`config.mk`:
```
export PLATFORM = sky130hd
export DESIGN_NAME = controle_leitor
export DESIGN_NICKNAME = d
export VERILOG_FILES = /design/src/rtl/controle_leitor.sv
export SDC_FILE = /design/constraint.sdc
export NUM_CORES = 1
export LEC_CHECK = 0
export ABC_AREA = 1
export BUFFER_PORTS_ARGS = -buffer_cell sky130_fd_sc_hd__buf_2
export CAP_MARGIN = 10
export CELL_PAD_IN_SITES_DETAIL_PLACEMENT = 0
export CELL_PAD_IN_SITES_GLOBAL_PLACEMENT = 2
export CORE_MARGIN = 2
export CORE_UTILIZATION = 30
export DETAILED_ROUTE_END_ITERATION = 8
export HOLD_SLACK_MARGIN = 0.02
export MAX_ROUTING_LAYER = met4
export PLACE_DENSITY_LB_ADDON = 0.2
export SLEW_MARGIN = 10
export SYNTH_ARGS = -nofsm -noshare
export SYNTH_HDL_FRONTEND = slang
export SYNTH_SLANG_ARGS = --single-unit
```
`constraint.sdc`:
```
create_clock -name clk -period 3.12 [get_ports clk]
set_input_delay 0.624 -clock clk [delete_from_list [all_inputs] [get_ports clk]]
set_output_delay 0.624 -clock clk [all_outputs]
set_load 0.01 [all_outputs]
```
`src/rtl/controle_leitor.sv`:
```
// Pulse-width remote-control frame decoder: leader, 32 LSB-first bits, command/complement check.
// Optional macro LEITOR_ADDR_CHECK_EN also rejects frames whose address byte and its complement disagree.
module controle_leitor #(
  parameter int unsigned T0_MIN     = 20000,
  parameter int unsigned T0_MAX     = 26000,
  parameter int unsigned T1_MIN     = 72000,
  parameter int unsigned T1_MAX     = 86000,
  parameter int unsigned LEADER_MIN = 100000,
  parameter int unsigned TIMEOUT    = 150000
) (
  input  logic       clk,
  input  logic       rst,
  input  logic       sinal,
  input  logic       ack,
  output logic [7:0] key_code,
  output logic       key_valid,
  output logic       frame_err,
  output logic       overrun,
  output logic       busy
);

  localparam logic [17:0] T0_MIN_C     = 18'(T0_MIN);
  localparam logic [17:0] T0_MAX_C     = 18'(T0_MAX);
  localparam logic [17:0] T1_MIN_C     = 18'(T1_MIN);
  localparam logic [17:0] T1_MAX_C     = 18'(T1_MAX);
  localparam logic [17:0] LEADER_MIN_C = 18'(LEADER_MIN);
  localparam logic [17:0] TIMEOUT_C    = 18'(TIMEOUT);

  typedef enum logic [2:0] {
    IDLE     = 3'd0,
    LEADER   = 3'd1,
    BIT_LOW  = 3'd2,
    BIT_HIGH = 3'd3,
    CHECK    = 3'd4,
    ERR      = 3'd5
  } state_t;

  state_t      state_q, state_d;
  logic        sinal_q;
  logic [17:0] cnt_q, cnt_d;
  logic [5:0]  bit_cnt_q, bit_cnt_d;
  logic [31:0] shift_q, shift_d;
  logic        pend_q, pend_d;
  logic [7:0]  pend_cmd_q, pend_cmd_d;
  logic [7:0]  key_code_q, key_code_d;
  logic        key_valid_q, key_valid_d;
  logic        frame_err_q, frame_err_d;
  logic        overrun_q, overrun_d;

  logic is_zero, is_one, cmd_ok, frame_ok;

  assign is_zero = (cnt_q >= T0_MIN_C) && (cnt_q <= T0_MAX_C);
  assign is_one  = (cnt_q >= T1_MIN_C) && (cnt_q <= T1_MAX_C);
  assign cmd_ok  = ((shift_q[23:16] ^ shift_q[31:24]) == 8'hFF);

`ifdef LEITOR_ADDR_CHECK_EN
  assign frame_ok = cmd_ok && ((shift_q[7:0] ^ shift_q[15:8]) == 8'hFF);
`else
  assign frame_ok = cmd_ok;
`endif

  always_comb begin
    state_d     = state_q;
    // Counter measures the current level run; it restarts at 1 on the first sample of a new level.
    cnt_d       = (sinal != sinal_q) ? 18'd1 : ((cnt_q == '1) ? cnt_q : cnt_q + 18'd1);
    bit_cnt_d   = bit_cnt_q;
    shift_d     = shift_q;
    pend_d      = 1'b0;
    pend_cmd_d  = pend_cmd_q;
    key_code_d  = key_code_q;
    key_valid_d = key_valid_q;
    overrun_d   = 1'b0;

    case (state_q)
      IDLE: begin
        if (sinal) begin
          state_d   = LEADER;
          cnt_d     = 18'd1;
          bit_cnt_d = 6'd0;
          shift_d   = 32'd0;
        end
      end
      LEADER: begin
        if (!sinal) state_d = (cnt_q >= LEADER_MIN_C) ? BIT_LOW : IDLE;
      end
      BIT_LOW: begin
        if (sinal)                    state_d = BIT_HIGH;
        else if (cnt_d >= TIMEOUT_C)  state_d = ERR;
      end
      BIT_HIGH: begin
        if (!sinal) begin
          if (is_zero || is_one) begin
            shift_d   = {is_one, shift_q[31:1]};
            bit_cnt_d = bit_cnt_q + 6'd1;
            state_d   = (bit_cnt_q == 6'd31) ? CHECK : BIT_LOW;
          end else begin
            state_d = ERR;
          end
        end
      end
      CHECK: begin
        if (frame_ok) begin
          pend_d     = 1'b1;
          pend_cmd_d = shift_q[23:16];
          state_d    = IDLE;
        end else begin
          state_d = ERR;
        end
      end
      ERR: begin
        shift_d   = 32'd0;
        bit_cnt_d = 6'd0;
        if (!sinal) state_d = IDLE;
      end
      default: state_d = IDLE;
    endcase

    frame_err_d = (state_d == ERR) && (state_q != ERR);

    // An ack landing with the new key frees the slot, so the key loads instead of overrunning.
    if (pend_q && (!key_valid_q || ack)) begin
      key_code_d  = pend_cmd_q;
      key_valid_d = 1'b1;
    end else if (ack) begin
      key_valid_d = 1'b0;
    end
    overrun_d = pend_q && key_valid_q && !ack;
  end

  always_ff @(posedge clk) begin
    if (rst) begin
      state_q     <= IDLE;
      sinal_q     <= 1'b0;
      cnt_q       <= 18'd0;
      bit_cnt_q   <= 6'd0;
      shift_q     <= 32'd0;
      pend_q      <= 1'b0;
      pend_cmd_q  <= 8'h00;
      key_code_q  <= 8'h00;
      key_valid_q <= 1'b0;
      frame_err_q <= 1'b0;
      overrun_q   <= 1'b0;
    end else begin
      state_q     <= state_d;
      sinal_q     <= sinal;
      cnt_q       <= cnt_d;
      bit_cnt_q   <= bit_cnt_d;
      shift_q     <= shift_d;
      pend_q      <= pend_d;
      pend_cmd_q  <= pend_cmd_d;
      key_code_q  <= key_code_d;
      key_valid_q <= key_valid_d;
      frame_err_q <= frame_err_d;
      overrun_q   <= overrun_d;
    end
  end

  assign key_code  = key_code_q;
  assign key_valid = key_valid_q;
  assign frame_err = frame_err_q;
  assign overrun   = overrun_q;
  assign busy      = (state_q != IDLE);

endmodule

```
==> results_dict.tcl <==
set metrics [dict create \
    outcome "finished clean" \
    clock_latency_ns 0.33 \
    seq_area_frac_synth_pct 37.3 \
    ir_worst_vdd_mv 0.268 \
    max_cap_viol_count 0 \
    placed_area_um2 3610 \
    avgSynthCellArea_um2 6.67 \
    setup_slack_ns 0.639 \
    stdcell_area_um2 3900 \
    r2r-end "frame_err" \
    power_leakage_uw 0.00148 \
    timing.rr.start "cnt_q[0]" \
    n_fill_cell 1239 \
    firstDrtPassIters 4 \
    clk_pin_slew_ns 0.06 \
    required_ns 3.40 \
    p_per_area_nw_per_um2 482 \
    post_drt_wl_per_cell_um 13.6 \
    area_delta_synth_final_pct 13.6 \
    drive_gt1_share_pct 9.96 \
    die-area_um2 12300 \
    synth_top_area_share_pct 37.3 \
    first_iter_violations 227 \
    p_comb_share_pct 5.4 \
    start_kind "flip-flop" \
    ff_latch_area_um2 1280 \
    synth_nets 521 \
    synth.area.top_cells "dfxtp_1 (37%), nand2_1 (14%), nand3_1 (7.0%)" \
    cts_made_buffers 9 \
    wl_um 9210 \
    grt_start_max_net_pins 26 \
    gp_congestion 0.833 \
    htree_levels 3 \
    timing.fmax_mhz 403 \
    critical_path_arrival_ns 2.76 \
    cts-root-buf "clkbuf_16" \
    gr-usage-all-layers_pct 16.4 \
    synth_edf_count 0 \
    synth_common_cells "nand2_1 (124), dfxtp_1 (64), inv_1 (57)" \
    p_clk_share_pct 50.4 \
    yosys_warnings 0 \
    slew_headroom_pct 46.0 \
    vias_per_cell 4.77 \
    crit_type "reg2reg" \
    fp.dieH_um 111 \
    yosysMostFrequentCell "nand2_1" \
    synth-seq-cells 64 \
    pre_cts_ws_ns 0.608 \
    vias 3219 \
    worstMarginPinSlew_ns 0.808 \
    final_cells 675 \
    fin_tns_setup_ns 0 \
    cts_tree "built" \
    cts_num_sinks 64 \
    die_x_um 111 \
    cts_setup_buffers 0 \
    rr_worst_depth 15 \
    yosysTopAreaCell "dfxtp_1" \
    swShare_pct 25.0 \
    diodes 0 \
    ant_nets 0 \
    numPortBuffers 15 \
    core_um2 11300 \
    period_share_pct 79.5 \
    period_needed_ns 2.48 \
    power_switching_uw 470 \
    synthArstFlopShare_pct 0 \
    grt_pass1_wl_um 15600 \
    multiInputGateArea_um2 1810 \
    rows 39 \
    setup_viol 0 \
    io_pins 16 \
    cp-startpoint "cnt_q[0]" \
    hold_violations 0 \
    cts_resized 0 \
    reg2reg_slack_ns 0.64 \
    maxSlewViolCount 0 \
    synth.distinct_cells 40 \
    clock_path_buffers 2 \
    cp_max_fo 18 \
    hpwl_um 6900 \
    drc 0 \
    end_kind "flip-flop" \
    hold_class "reg2reg" \
    first_global_vias 3048 \
    rsz0062_at_grt "false" \
    start_util_pct 30.4 \
    p_seq_share_pct 44.2 \
    overflow 0 \
    crit_end "frame_err" \
    p_int_uw 1410 \
    fin_skew_ns 0.00385 \
    fin_hold_ws_ns 0.444 \
    hold_buffers 0 \
    fin_nets 534 \
    netlist_area_um2 3430 \
    syn_inst 514 \
    synth_ff_type "dfxtp_1" \
    hold_depth 2 \
    dp.cells 659 \
    antenna_found_initial 0 \
]
==> registers in the layout (all words and copies together) (netlist names) <==
name	flops
cnt_q	18
sinal_q	1
bit_cnt_q	6
frame_err	1
key_valid	1
key_code	8
pend_cmd_q	8
state_q	3
shift_q	16
pend_q	1
overrun	1
==> worst min path at each step <==
stage                    endpoint     startpoint  slack, ns
floorplan            bit_cnt_q[4]   bit_cnt_q[4]       0.42
global placement     bit_cnt_q[4]   bit_cnt_q[4]       0.43
detailed placement   bit_cnt_q[4]   bit_cnt_q[4]       0.44
CTS                  bit_cnt_q[4]   bit_cnt_q[4]       0.45
global route        pend_cmd_q[5]  pend_cmd_q[5]       0.48
finish               bit_cnt_q[4]   bit_cnt_q[4]       0.44
==> worst max-delay path, stage by stage, from the launching register on <==
cell	delay, ns
dfxtp_1	0.43
ha_1	0.26
nand3_4	0.15
nor2_2	0.21
nand3_4	0.24
o21ai_0	0.17
nand2_1	0.10
nor2_1	0.15
nand2_1	0.07
nand2_1	0.08
nand3_1	0.10
nand2_1	0.12
nand2_1	0.08
a21oi_2	0.13
nand2_1	0.06
nor2_1	0.08
==> routing by layer <==
metal	GRT usage (%)	share of wire [%]	vias up
met2	22.9	40	55
met5	-	0	-
li1	-	-	1712
met1	23.4	54	1437
met3	3.28	3.5	15
met4	6.08	1.8	0
==> final cells by class <==
class | instances | area share (%)
clock buffers | 10 | 6.13
clock inverters | 6 | 1.16
inverters | 61 | 5.87
multi-input cells | 371 | 46.5
flip-flops and latches | 64 | 32.9
well taps | 143 | 4.59
repair buffers | 20 | 2.89
==> power by group through the flow <==
stage	clock network (uW)	registers, uW	logic [uW]
5_1_grt	1020	831	117
4_1_cts	981	830	104
2_1_floorplan	0	846	77.7
3_5_place_dp	0	848	103
6_report	947	830	102
3_3_place_gp	0	848	104
==> metrics by stage <==
stage          utilization [%]  power, uW
5_1_grt                   34.6       1960
6_report                  34.6       1880
3_3_place_gp              32.1        952
3_5_place_dp              32.1        952
2_1_floorplan                -        924
4_1_cts                   34.6       1920
==> cells in the final DEF, fill, tap and decap left out, drive strengths merged <==
master and n:
a2111oi 1, or2 1, dfxtp 64, xor2 1
a21boi 1, a22oi 1, nand3 50, o2111ai 1
nor4 2, clkinvlp 3, a21oi 48, a211oi 2
nor3 11, buf 20, o211ai 1, ha 3
inv 59, nor2 62, clkbuf 10, nand4 14
o21ai 32, nand3b 1, nand2 125, xnor2 8
nor3b 2, o211a 1, a31oi 1, clkinv 5
o41ai 1, a311oi 1
==> cell families (layout without fill, tap and decap cells) <==
logic type,Yosys count,in the layout,synth area share (%)
buffers and inverters,79,97,9.85
AO/OA/AOI/OAI,91,91,14.5
flip-flops,64,64,37.3
adder cells (fa/ha/maj),3,3,1.09
AND/OR/NAND/NOR,268,268,34.7
XOR/XNOR,9,9,2.52
Power figures use the tool's default switching activity.
